==> src/rtl/rbs64_seq.sv <==
// ---------------------------------------------------------------------------
// rbs64_seq - multi-cycle ripple-borrow subtractor.
//
// Computes diff = op1 - op2 (unsigned, modulo 2^WIDTH) plus a borrow-out,
// SLICE bits per clock, least-significant chunk first. The borrow ripples
// between chunks through an internal register. A start/busy/done handshake
// lets a controller issue operands and collect the result.
//
// Optional feature macro: RBS64_OVF_FLAG_EN
//   When defined, adds output ovf, the signed two's-complement overflow
//   of the subtraction, loaded at completion and held like diff.
//
// Ports:
//   clock  in   rising-edge system clock
//   reset  in   asynchronous active-low reset (0 = in reset)
//   start  in   request, accepted on an edge while IDLE or DONE
//   op1    in   minuend, captured when start is accepted
//   op2    in   subtrahend, captured with op1
//   ovf    out  signed overflow flag (only with RBS64_OVF_FLAG_EN)
//   diff   out  registered result, op1 - op2
//   brout  out  registered borrow-out, 1 iff op1 < op2 (unsigned)
//   busy   out  high while chunks are being computed
//   done   out  one-cycle pulse; diff/brout valid from this cycle onward
// ---------------------------------------------------------------------------
module rbs64_seq #(
  parameter int WIDTH = 64,
  parameter int SLICE = 16
) (
  input  logic             clock,
  input  logic             reset,
  input  logic             start,
  input  logic [WIDTH-1:0] op1,
  input  logic [WIDTH-1:0] op2,
`ifdef RBS64_OVF_FLAG_EN
  output logic             ovf,
`endif
  output logic [WIDTH-1:0] diff,
  output logic             brout,
  output logic             busy,
  output logic             done
);

  localparam int NSLICE = WIDTH / SLICE;
  localparam int CW     = (NSLICE > 1) ? $clog2(NSLICE) : 1;
  localparam logic [CW-1:0] LAST = CW'(NSLICE - 1);

  // Refuse to elaborate a configuration that cannot be split evenly.
  if ((WIDTH % SLICE) != 0) begin : gBadCfg
    $error("rbs64_seq: WIDTH must be a multiple of SLICE");
  end

  typedef enum logic [1:0] {IDLE, RUN, DONE} state_e;

  state_e           stateQ, stateD;
  logic [WIDTH-1:0] aQ, aD;
  logic [WIDTH-1:0] bQ, bD;
  logic [WIDTH-1:0] wdiffQ, wdiffD;
  logic [CW-1:0]    cntQ, cntD;
  logic             borrowQ, borrowD;
  logic [WIDTH-1:0] diffQ, diffD;
  logic             broutQ, broutD;
`ifdef RBS64_OVF_FLAG_EN
  logic             ovfQ, ovfD;
`endif

  // Datapath for the current chunk.
  int               idx;
  logic [SLICE-1:0] aChunk, bChunk;
  logic [SLICE:0]   sub;
  logic [WIDTH-1:0] wdiffNew;

  always_ff @(posedge clock or negedge reset) begin
    if (!reset) begin
      stateQ  <= IDLE;
      aQ      <= '0;
      bQ      <= '0;
      wdiffQ  <= '0;
      cntQ    <= '0;
      borrowQ <= 1'b0;
      diffQ   <= '0;
      broutQ  <= 1'b0;
`ifdef RBS64_OVF_FLAG_EN
      ovfQ    <= 1'b0;
`endif
    end else begin
      stateQ  <= stateD;
      aQ      <= aD;
      bQ      <= bD;
      wdiffQ  <= wdiffD;
      cntQ    <= cntD;
      borrowQ <= borrowD;
      diffQ   <= diffD;
      broutQ  <= broutD;
`ifdef RBS64_OVF_FLAG_EN
      ovfQ    <= ovfD;
`endif
    end
  end

  always_comb begin
    stateD  = stateQ;
    aD      = aQ;
    bD      = bQ;
    wdiffD  = wdiffQ;
    cntD    = cntQ;
    borrowD = borrowQ;
    diffD   = diffQ;
    broutD  = broutQ;
`ifdef RBS64_OVF_FLAG_EN
    ovfD    = ovfQ;
`endif

    // One chunk subtraction; bit SLICE of the result is the chunk borrow.
    idx      = int'(cntQ) * SLICE;
    aChunk   = aQ[idx +: SLICE];
    bChunk   = bQ[idx +: SLICE];
    sub      = {1'b0, aChunk} - {1'b0, bChunk} - {{SLICE{1'b0}}, borrowQ};
    wdiffNew = wdiffQ;
    wdiffNew[idx +: SLICE] = sub[SLICE-1:0];

    case (stateQ)
      IDLE, DONE: begin
        if (start) begin
          aD      = op1;
          bD      = op2;
          cntD    = '0;
          borrowD = 1'b0;
          stateD  = RUN;
        end else begin
          stateD  = IDLE;
        end
      end
      RUN: begin
        wdiffD  = wdiffNew;
        borrowD = sub[SLICE];
        cntD    = cntQ + 1'b1;
        // The last chunk goes straight into the visible result so that
        // diff/brout only ever change on completion.
        if (cntQ == LAST) begin
          diffD  = wdiffNew;
          broutD = sub[SLICE];
`ifdef RBS64_OVF_FLAG_EN
          ovfD   = (aQ[WIDTH-1] != bQ[WIDTH-1]) &&
                   (wdiffNew[WIDTH-1] != aQ[WIDTH-1]);
`endif
          cntD   = '0;
          stateD = DONE;
        end
      end
      default: stateD = IDLE;
    endcase
  end

  assign diff  = diffQ;
  assign brout = broutQ;
  assign busy  = (stateQ == RUN);
  assign done  = (stateQ == DONE);
`ifdef RBS64_OVF_FLAG_EN
  assign ovf   = ovfQ;
`endif

endmodule
==> config.mk <==
export PLATFORM = sky130hd
export DESIGN_NAME = rbs64_seq
export DESIGN_NICKNAME = d
export VERILOG_FILES = /design/src/rtl/rbs64_seq.sv
export SDC_FILE = /design/constraint.sdc
export NUM_CORES = 1
export LEC_CHECK = 0
export ABC_AREA = 1
export ABC_CLOCK_PERIOD_IN_PS = 3000
export BUFFER_PORTS_ARGS = -buffer_cell sky130_fd_sc_hd__clkbuf_2
export CAP_MARGIN = 10
export CORE_ASPECT_RATIO = 1.2
export CORE_MARGIN = 2
export CORE_UTILIZATION = 52
export DETAILED_ROUTE_END_ITERATION = 7
export PLACE_DENSITY_LB_ADDON = 0.3
export SYNTH_ARGS = -nofsm -noshare
export SYNTH_HDL_FRONTEND = slang
export SYNTH_SLANG_ARGS = --single-unit
==> constraint.sdc <==
create_clock -name clock -period 3 [get_ports clock]
set_clock_uncertainty 0.1 [all_clocks]
set_input_delay 0.45 -clock clock [delete_from_list [all_inputs] [get_ports clock]]
set_output_delay 0.45 -clock clock [all_outputs]
set_load 0.1 [all_outputs]
==> metrics.md, run 1 <==
| Metric | Value |
|---|---|
| Clock sink count | roughly 260 |
| Vias | 10700 |
| Top_reg_cell synth | dfrtp_1 |
| Share of flip-flops with an asynchronous set or reset | 100% |
| Warnings, synthesis | 0 |
| Minimum setup slack among reg-to-reg paths | -0.30 ns |
| Worst-path clk slew | 0.06 ns |
| Net count of the finished layout | about 1800 |
| Total nets after synthesis | about 1500 |
| Detailed placer's ending HPWL | between 20000 and 25000 um |
| Final worst hold slack | 0.0384 ns |
| Per-instance average area after synthesis | 9.24 um^2 |
| Met3 layer wire length in the routed design | 2060 um |
| Clock tree from TritonCTS | done |
| Synthesized-area fraction occupied by and/or/nand/nor cells | 18.2% |
| Number of fillers in the final layout | 1718 |
| H-Tree Depth | 1 |
| Drt pass-1 iters | 5 |
| Number of buffer cells added on primary ports | between 150 and 200 |
| Fraction of post-synthesis cell area in the top cell type by area | 51.9% |
| Cell chosen for the clock root | clkbuf_16 |
| Leading post-synthesis cells by instance count | nand2_1, dfrtp_1, mux2_2, inv_1, o21ai_0 |
| Critical Path Sink Type | flop |
| EDFF count, synth | 0 |
| CP required | ~3.4 ns |
| Share of layout cells above drive strength 1 | 44.2% |
| Violated checks | setup timing |
| Arithmetic-cell share of the synthesized area counting full adders, half adders and majority gates | under 10% |
| Sequential area share after synthesis | ~52% |
| Detailed-routing wirelength on met1 | 13900 um |
| Cell taking the most area after synthesis | dfrtp_1 |
| Drt via density | 5.42 |
| Cell count after placement | 1904 |
| Area contributors post-synth | dfrtp_1, nand2_1, mux2_2 |
| Boundary Pins | 198 |
| Min-Delay Endpoint | aQ[17]$_DFFE_PN0P_ |
| Global-route wire length before repair | 55400 um |
| Number of pins with negative max-slew slack in the final report | 0 |
| Routed length on met2 | 18200 um |
| Final number of setup-violating endpoints | 98 |
| Post-Synth XOR/XNOR Area | less than 1% |
| Total of flip-flops plus latches after synthesis | around 260 |
| Post-route ant nets | 0 |
| Cell with the most instances after synthesis | nand2_1 |
| Antenna violations before repair | 2 |
| Fin crit period | about 3.3 ns |
| Die Wd | 146 um |
| Die outline area | 0.0256 mm^2 |
| Cell variety after synth | 43 |
| Cells on worst reg2reg path | 19 |
| Post-synthesis instance total | 1369 |
| Clk buf depth | 3 |
| Synth Area in Compound Gates | 8.77% |
| Utilization after layout | between 70% and 80% |
| Slew at the pin with the worst max-slew slack | roughly 1 ns |
| Synth Cell Area | 0.0126 mm^2 |
| Smallest setup slack after layout | -0.300 ns |
| Class of the most critical hold timing path | primary input to flop |
| Largest family of logic cells by synthesized area | simple AND/OR/NAND/NOR gates |
| Number of design rule violations left after detail routing | 0 |
| # rows | 62 |
| Die Y-Extent | between 150 and 200 um |
| Average wire per standard cell | 18.1 um |
| GRT Residual Overflow | 0 |
| Number of max-cap violations | 0 |
| Vias in the first global route | 10900 |
| Hold Violations, Final | 0 |
| Multi-input gate area | 0.00677 mm^2 |
| Final estimated routing congestion in global placement | 0.875 |
| GRT Overall Usage | 26.9% |
| Arr. time, crit path | 3.68 ns |
| Achievable Freq | 303 MHz |
| Startpoint type of the worst setup path | flop |
| Worst Hold Launch | op1[17] |
| Multiplexer fraction of the synthesized cell area | around 11% |
| Core Box Area | 0.0239 mm^2 |
| DRC violation total after the first TritonRoute iteration | roughly 580 |
| Wirelength, routed | 35900 um |
| Worst hold path cell count | 2 |
| TritonCTS Buffers | 27 |
| Worst-Skew Late Latency | 0.54 ns |
| RSZ-0062 raised after global routing | true |
| Uppermost metal layer occupied by signal nets | met5 |
| Reg-to-reg critical path startpoint | cntQ[0]$_DFFE_PN0P_ |
| Area growth from synthesis to final layout | 35.7% |
| Post-route insts no fill | 1978 |
| Initial core utilization | 52.9% |
| Combined flip-flop and latch cell area | 0.00656 mm^2 |
| Critical setup path kind | flop to flop |
| Worst slew margin | 33.7% |
| Worst-path maximum fanout | 8 |
| Outcome | complete, but fails checks |
| Period Utilization, post-route | 110% |
| R2R Path End | wdiffQ[63]$_DFFE_PN0P_ |
| Maximum number of pins on one net before global-route repair | 107 |
## worst max-delay path by stage
stage / from / endpoint / slack, ns / depth (start not counted)
2_1_floorplan: cntQ[0]$_DFFE_PN0P_ / borrowQ$_DFFE_PN0P_ / 0.002 / 18
3_3_place_gp: cntQ[0]$_DFFE_PN0P_ / wdiffQ[46]$_DFFE_PN0P_ / -0.30 / 19
3_5_place_dp: cntQ[0]$_DFFE_PN0P_ / wdiffQ[44]$_DFFE_PN0P_ / -0.34 / 17
4_1_cts: cntQ[0]$_DFFE_PN0P_ / wdiffQ[25]$_DFFE_PN0P_ / -0.19 / 20
5_1_grt: cntQ[0]$_DFFE_PN0P_ / wdiffQ[63]$_DFFE_PN0P_ / -0.40 / 19
6_report: cntQ[0]$_DFFE_PN0P_ / wdiffQ[63]$_DFFE_PN0P_ / -0.30 / 19
## area by class of cell
class | count | area share (%)
Timing Repair Buffer | 311 | 12.6
Tap cell | 320 | 2.33
Sequential cell | 262 | 38.2
Antenna cell | 1 | 0.0146
Clock buffer | 38 | 4.59
Multi-Input combinational cell | 938 | 39.4
Inverter | 99 | 2.21
Clock inverter | 9 | 0.671
## placed cells by master (no fill, tap or decap), drive strengths merged, types with 11 or more instances in the layout
master  synthesis  routed
nand2         468     468
dfrtp         262     262
clkbuf         38     236
mux2          128     128
buf            32     112
inv            96      96
o21ai          84      84
nor2           60      60
o22ai          36      36
ha             34      34
a21oi          29      29
nand3          28      28
a32o           15      15
nand4          11      11
## state kept, by name (all words and copies together), names as in the netlist
| signal | cells |
|---|---|
| aQ | 64 |
| wdiffQ | 64 |
| borrowQ | 1 |
| stateQ | 2 |
| diff | 64 |
| brout | 1 |
| cntQ | 2 |
| bQ | 64 |
## kinds of logic after synthesis
logic type	count (synthesis)
AO/OA/AOI/OAI	187
XOR/XNOR	10
adder cells (fa/ha/maj)	36
buffers and inverters	169
flip-flops	262
multiplexers	128
AND/OR/NAND/NOR	577
## stage by stage
stage | setup slack, ns | instance area (um^2) | setup TNS [ns]
after floorplan | 0.00169 | 12700 | 0
after global placement | -0.304 | 14600 | -12.93
after detailed placement | -0.338 | 14600 | -16.33
after CTS | -0.189 | 16300 | -6.72
after global routing | -0.398 | 17200 | -26.13
final | -0.300 | 17200 | -14.12
## layer usage
layer	GRT usage, %	vias to the layer above
li1	-	5033
met3	4.23	114
met2	46.9	364
met4	10.8	2
met5	0	-
met1	33.7	5214
## timing repair
item / 4_1_cts / 5_1_grt
hold buffers: 1 / 0
buffers inserted: 14 / 12
setup endpoints to repair: 106 / 114
pin swaps: 55 / 82
gates resized for setup: 172 / 192
cloned: 3 / 2
hold endpoints to repair: 90 / 0
## worst max-delay path, stage by stage (launching register included)
cell and delay [ns]:
dfrtp_2 0.53, inv_8 0.10, buf_12 0.16, buf_4 0.14
clkbuf_16 0.14, o21ai_1 0.21, o22ai_2 0.12, ha_1 0.30
inv_1 0.04, ha_2 0.36, inv_2 0.07, o21bai_1 0.22
a21oi_2 0.10, nand2_1 0.09, nand2_1 0.07, nand2_2 0.13
nand4_1 0.09, nand2_1 0.11, nand2_1 0.06, nand2_1 0.10
Power of run 1 is not shown: default switching activity piles up to over one toggle a cycle in this logic, so the estimate is an artifact.
==> run 2, diff against run 1 <==
CORE_MARGIN = 5   (was 2)
SKIP_LAST_GASP = 1   (was default)
==> metrics.md, run 2 (synthesis results as in run 1) <==
| Metric | Value |
|---|---|
| Period Utilization, post-route | 109% (-1.2 points) |
| Clk buf depth | 3 (unchanged) |
| Utilization after layout | 70.6% (-1.2 points) |
| H-Tree Depth | 1 (unchanged) |
| Clock tree from TritonCTS | done |
| Achievable Freq | 306 MHz (+1.1%) |
| Average wire per standard cell | 18.6 um (+2.6%) |
| Number of pins with negative max-slew slack in the final report | 0 (unchanged) |
| Critical Path Sink Type | flop |
| Critical setup path kind | flop to flop |
| Post-DP Area | 0.0145 mm^2 (-0.53%) |
| Worst-path clk slew | 0.06 ns (about the same) |
| Wirelength, routed | 36400 um (+1.5%) |
| Cells on worst reg2reg path | 17 (-2) |
| Final number of setup-violating endpoints | 104 (+6.1%) |
| Maximum number of pins on one net before global-route repair | 107 (unchanged) |
| RSZ-0062 raised after global routing | true |
| GRT Residual Overflow | 0 (unchanged) |
| Die Y-Extent | 181 um (+3.4%) |
| Cell chosen for the clock root | clkbuf_16 |
| Share of layout cells above drive strength 1 | 42.9% (-1.4 points) |
| Crit-path cells | buf_12 > buf_8 > nand2_2 > a32o_2 > ha_4 > inv_2 > ha_4 > a21oi_4 > o21ai_4 > a21o_1 > xnor2_1 > buf_4 > inv_1 > nand3_1 > o21ai_2 > nand2_1 > nand2_1 |
| Vias in the first global route | 10700 (-1.6%) |
| Worst path max stage delay | 0.56 ns (+0.03 ns) |
| Die Wd | 152 um (+4.1%) |
| Global-route wire length before repair | 56000 um (+1.1%) |
| DRC violation total after the first TritonRoute iteration | 751 (+31%) |
| Number of max-cap violations | 0 (unchanged) |
| Clock sink count | 262 (unchanged) |
| Detailed placer's ending HPWL | 23900 um (+2.2%) |
| Final estimated routing congestion in global placement | 0.926 (+5.9%) |
| Worst-Skew Late Latency | 0.54 ns (about the same) |
| Cell with the largest stage delay on the worst path | dfrtp_2 |
| Fin crit period | 3.26 ns (-0.0370 ns) |
| # rows | 62 (unchanged) |
| Antenna violations before repair | 0 (-2) |
| Hold Violations, Final | 0 (unchanged) |
| Number of buffer cells added on primary ports | 197 (unchanged) |
| Worst slew margin | 32.3% (-1.4 points) |
| Drt pass-1 iters | 5 (unchanged) |
| Startpoint type of the worst setup path | flop |
| Outcome | complete, but fails checks |
| Class of the most critical hold timing path | primary input to flop |
| Worst hold path cell count | 2 (unchanged) |
| Violated checks | setup timing |
| Smallest setup slack after layout | -0.263 ns (+0.0370 ns) |
| Core Box Area | 0.0240 mm^2 (+0.32%) |
| Most common cell after layout, fill and taps aside | nand2_1 |
| Initial core utilization | 52.8% (-0.17 points) |
| Cell area after layout | 0.0169 mm^2 (-1.3%) |
| Antenna diodes | 0 (-1) |
| Vias | 10700 (-0.48%) |
| Worst-path maximum fanout | 8 (unchanged) |
| Highest-count cells in the layout ignoring fill and taps | nand2_1, dfrtp_1, clkbuf_2 |
| CP required | 3.37 ns (about the same) |
| Number of design rule violations left after detail routing | 0 (unchanged) |
| Post-route ant nets | 0 (unchanged) |
| Slew at the pin with the worst max-slew slack | 1.02 ns (+0.0207 ns) |
| TritonCTS Buffers | 26 (-3.7%) |
| Area growth from synthesis to final layout | 33.9% |
| GRT Overall Usage | 24.7% (-2.2 points) |
| Number of fillers in the final layout | 1738 (+1.2%) |
| Drt via density | 5.45 (+0.58%) |
| Die outline area | 0.0275 mm^2 (+7.7%) |
| Net count of the finished layout | 1784 (-1.2%) |
| Boundary Pins | 198 (unchanged) |
| Arr. time, crit path | 3.64 ns (-0.04 ns) |
==> run 2: cell types whose count changed in the layout (fill, tap and decap cells not counted), moves of 5 or more <==
cell	previous run	this run
o21ai_1	25	20
nand2_2	42	54
buf_6	22	10
a21oi_2	11	6
nand2_4	25	14
buf_4	74	61
==> run 2: cell type report <==
| type | count | area [um^2] | area share (%) |
|---|---|---|---|
| clock buffers | 37 | 783 | 4.63 |
| clock inverters | 11 | 186 | 1.10 |
| inverters | 99 | 379 | 2.24 |
| multi-input cells | 938 | 6620 | 39.1 |
| flip-flops and latches | 262 | 6560 | 38.7 |
| well taps | 320 | 400 | 2.36 |
| repair buffers | 290 | 2010 | 11.9 |
==> run 2: through the flow <==
stage	worst slack, ns	setup TNS (ns)	instances	hold slack [ns]
after floorplan	0.00169	0	1369	0.0544
after global placement	-0.429	-16.77	1897	0.362
after detailed placement	-0.411	-17.11	1897	0.365
after CTS	-0.233	-11.61	1950	0.0191
after global routing	-0.431	-28.56	1957	0.0257
final	-0.263	-14.86	1957	0.0344
==> run 2: repair_timing <==
item	CTS	global route
gates cloned	2	4
gates resized for setup	71	254
hold buffers	1	0
endpoints found under the hold margin	76	0
buffers inserted	3	9
pin swaps	13	83
setup endpoints to repair	105	120
==> run 2: layer usage <==
| layer | global-route usage, % | vias up | routed length, um |
|---|---|---|---|
| li1 | - | 4991 | - |
| met1 | 31.5 | 5208 | 14400 |
| met2 | 42.8 | 389 | 18500 |
| met3 | 4.33 | 87 | 2180 |
| met4 | 7.95 | 0 | 1360 |
| met5 | 0 | - | 0 |
==> run 2: final timing paths <==
| check | startpoint | to | slack (ns) |
|---|---|---|---|
| worst min register to register | wdiffQ[58]$_DFFE_PN0P_ | wdiffQ[58]$_DFFE_PN0P_ | 0.37 |
| worst min-delay path | op1[21] | aQ[21]$_DFFE_PN0P_ | 0.03 |
| worst max register to register | cntQ[0]$_DFFE_PN0P_ | diff[24]$_DFFE_PN0P_ | -0.26 |
| min in group asynchronous | reset | diff[35]$_DFFE_PN0P_ | 0.40 |
| max in group asynchronous | reset | bQ[32]$_DFFE_PN0P_ | 1.58 |
| worst max-delay path | cntQ[0]$_DFFE_PN0P_ | diff[24]$_DFFE_PN0P_ | -0.26 |
==> run 2: critical path, delay by kind of cell (launching register included) <==
| family | cells | cell delay (ns) |
|---|---|---|
| xor+xnor | 1 | 0.14 |
| fa+ha+maj | 2 | 0.54 |
| flops | 1 | 0.56 |
| compound gates | 5 | 0.96 |
| buf+inv | 5 | 0.57 |
| simple gates | 4 | 0.32 |
Power of run 2 is left out for the same reason.
==> run 3, diff against run 2 <==
CORE_UTILIZATION = 53   (was 52)
CTS_BUF_LIST = sky130_fd_sc_hd__clkbuf_8   (was default)
==> metrics.md, run 3 (synthesis results as in run 1) <==
| Metric | Value |
|---|---|
| Worst-path maximum fanout | 6 (-2) |
| Number of max-cap violations | 0 (unchanged) |
| Hold Violations, Final | 0 (unchanged) |
| Detailed placer's ending HPWL | 24000 um (+0.40%) |
| Number of pins with negative max-slew slack in the final report | 0 (unchanged) |
| Number of design rule violations left after detail routing | 0 (unchanged) |
| Wirelength, routed | 36800 um (+1.1%) |
| Post-DP Area | 0.0145 mm^2 (-0.10%) |
| Most common cell after layout, fill and taps aside | nand2_1 |
| Worst-Skew Late Latency | 0.54 ns (about the same) |
| Antenna violations before repair | 0 (unchanged) |
| Worst slew margin | 29.4% (-2.9 points) |
| Number of cells on the critical path | 20 (+3) |
| Clk buf depth | 3 (unchanged) |
| Violated checks | setup timing |
| Achievable Freq | 304 MHz (-0.71%) |
| Area growth from synthesis to final layout | 32.8% |
| Arr. time, crit path | 3.66 ns (+0.02 ns) |
| Number of buffer cells added on primary ports | 197 (unchanged) |
| Clock sink count | 262 (unchanged) |
| Critical Path Sink Type | flop |
| Cell area after layout | 0.0168 mm^2 (-0.86%) |
| Category of cells accounting for the largest share of critical-path delay | simple AND/OR/NAND/NOR gates |
| Class of the most critical hold timing path | primary input to flop |
| Reg-to-reg critical path startpoint | cntQ[0]$_DFFE_PN0P_ |
| Smallest setup slack after layout | -0.287 ns (-0.0232 ns) |
| Most utilized layer in the global route result | met2 |
| Capturing element of the worst setup path | wdiffQ[28]$_DFFE_PN0P_ |
| Period Utilization, post-route | 110% (+0.77 points) |
| Core Box Area | 0.0237 mm^2 (-0.97%) |
| Crit-path cells | inv_8 > buf_12 > nand2_2 > a32o_2 > fa_2 > inv_2 > fa_2 > inv_2 > nand3_2 > nand2_2 > buf_6 > nand3_4 > nand3_4 > xor2_2 > nand2_2 > nor2_4 > nand2_2 > nand2_2 > nand2_1 > nand2_1 |
| Die Y-Extent | 179 um (-0.90%) |
| Share of layout cells above drive strength 1 | 42.2% (-0.72 points) |
| Critical setup path kind | flop to flop |
| Cell with the largest stage delay on the worst path | dfrtp_2 |
| CP required | 3.38 ns (about the same) |
| Global-route wire length before repair | 53100 um (-5.2%) |
| Startpoint type of the worst setup path | flop |
| CP Buf/Inv Count | 5 (unchanged) |
| Final number of setup-violating endpoints | 88 (-15%) |
| Slew at the pin with the worst max-slew slack | 1.06 ns (+0.0439 ns) |
| Worst-path clk slew | 0.06 ns (about the same) |
| Average wire per standard cell | 18.6 um (-0.29%) |
| Boundary Pins | 198 (unchanged) |
| Met3 GRT Util | 3.92% (-0.41 points) |
| Vias | 10900 (+2.4%) |
| RSZ-0062 raised after global routing | true |
| Post-route ant nets | 0 (unchanged) |
| Drt via density | 5.50 (+0.92%) |
| Cell chosen for the clock root | clkbuf_8 |
| Fin crit period | 3.29 ns (+0.0232 ns) |
| GRT Residual Overflow | 0 (unchanged) |
| Number of fillers in the final layout | 1734 (-0.23%) |
| Combined flip-flop and latch cell area | 0.00656 mm^2 (unchanged) |
| DRC violation total after the first TritonRoute iteration | 690 (-8.1%) |
| Drt pass-1 iters | 5 (unchanged) |
| Initial core utilization | 53.3% (+0.52 points) |
| Most frequent cell on the critical path | nand2_2 |
| Minimum setup slack among reg-to-reg paths | -0.29 ns (-0.02 ns) |
| Die Wd | 151 um (-0.89%) |
| # rows | 62 (unchanged) |
| Final estimated routing congestion in global placement | 0.908 (-2.0%) |
| Die outline area | 0.0271 mm^2 (-1.8%) |
| Highest-count cells in the layout ignoring fill and taps | nand2_1, dfrtp_1, clkbuf_2 |
| H-Tree Depth | 2 (+1) |
| Outcome | complete, but fails checks |
| R2R Path End | wdiffQ[28]$_DFFE_PN0P_ |
| Worst path max stage delay | 0.49 ns (-0.07 ns) |
| Vias in the first global route | 10500 (-1.7%) |
| Global-route met2 utilization | 42.3% (-0.55 points) |
| Antenna diodes | 0 (unchanged) |
| Cells on worst reg2reg path | 20 (+3) |
| Routing usage on met1 | 31.4% (-0.061 points) |
| Start point of the critical path | cntQ[0]$_DFFE_PN0P_ |
| Multi-input gate area | 0.00659 mm^2 (-0.49%) |
| Clock tree from TritonCTS | done |
| GRT Overall Usage | 24.7% (about the same) |
| Utilization after layout | 70.7% (+0.081 points) |
| Net count of the finished layout | 1804 (+1.1%) |
| Maximum number of pins on one net before global-route repair | 107 (unchanged) |
| TritonCTS Buffers | 43 (+65%) |
-- run 3: worst min-delay path by stage --
stage                                       from                endpoint  slack (ns)  depth (start not counted)
final                                    op2[12]      bQ[12]$_DFFE_PN0P_        0.04                          2
after floorplan                            reset       aQ[0]$_DFFE_PN0P_        0.05                          0
after global routing                     op2[22]      bQ[22]$_DFFE_PN0P_        0.02                          2
after detailed placement  wdiffQ[62]$_DFFE_PN0P_  wdiffQ[62]$_DFFE_PN0P_        0.37                          2
after global placement    wdiffQ[37]$_DFFE_PN0P_  wdiffQ[37]$_DFFE_PN0P_        0.36                          2
after CTS                                op1[33]      aQ[33]$_DFFE_PN0P_        0.01                          2
-- run 3: final cells by class --
class / instances / share of cell area, %
Multi-Input combinational cell: 938 / 39.2
Inverter: 99 / 2.30
Sequential cell: 262 / 39.1
Clock inverter: 19 / 0.484
Clock buffer: 54 / 4.43
Tap cell: 320 / 2.38
Timing Repair Buffer: 293 / 12.1
-- run 3: metrics by stage --
stage	worst slack, ns	TNS, ns	hold WS (ns)	std cells
floorplan	0.00169	0	0.0544	1369
global placement	-0.308	-14.17	0.362	1895
detailed placement	-0.385	-18.04	0.365	1895
CTS	-0.222	-10.01	0.0148	1970
global route	-0.436	-25.90	0.0233	1985
finish	-0.287	-13.50	0.0405	1985
-- run 3: timing repair --
action | in CTS | in global routing
buffers inserted | 1 | 9
gates resized for setup | 33 | 271
pin swaps | 5 | 79
endpoints found under the hold margin | 76 | 0
setup endpoints to repair | 98 | 117
cloned | 0 | 8
hold buffers | 1 | 0
-- run 3: per-layer routing --
metal,part of all wire [%],up-vias
met2,51,437
met5,0,-
met1,38,5327
met4,4.8,0
li1,-,5035
met3,5.3,128
Power of run 3 is left out for the same reason.
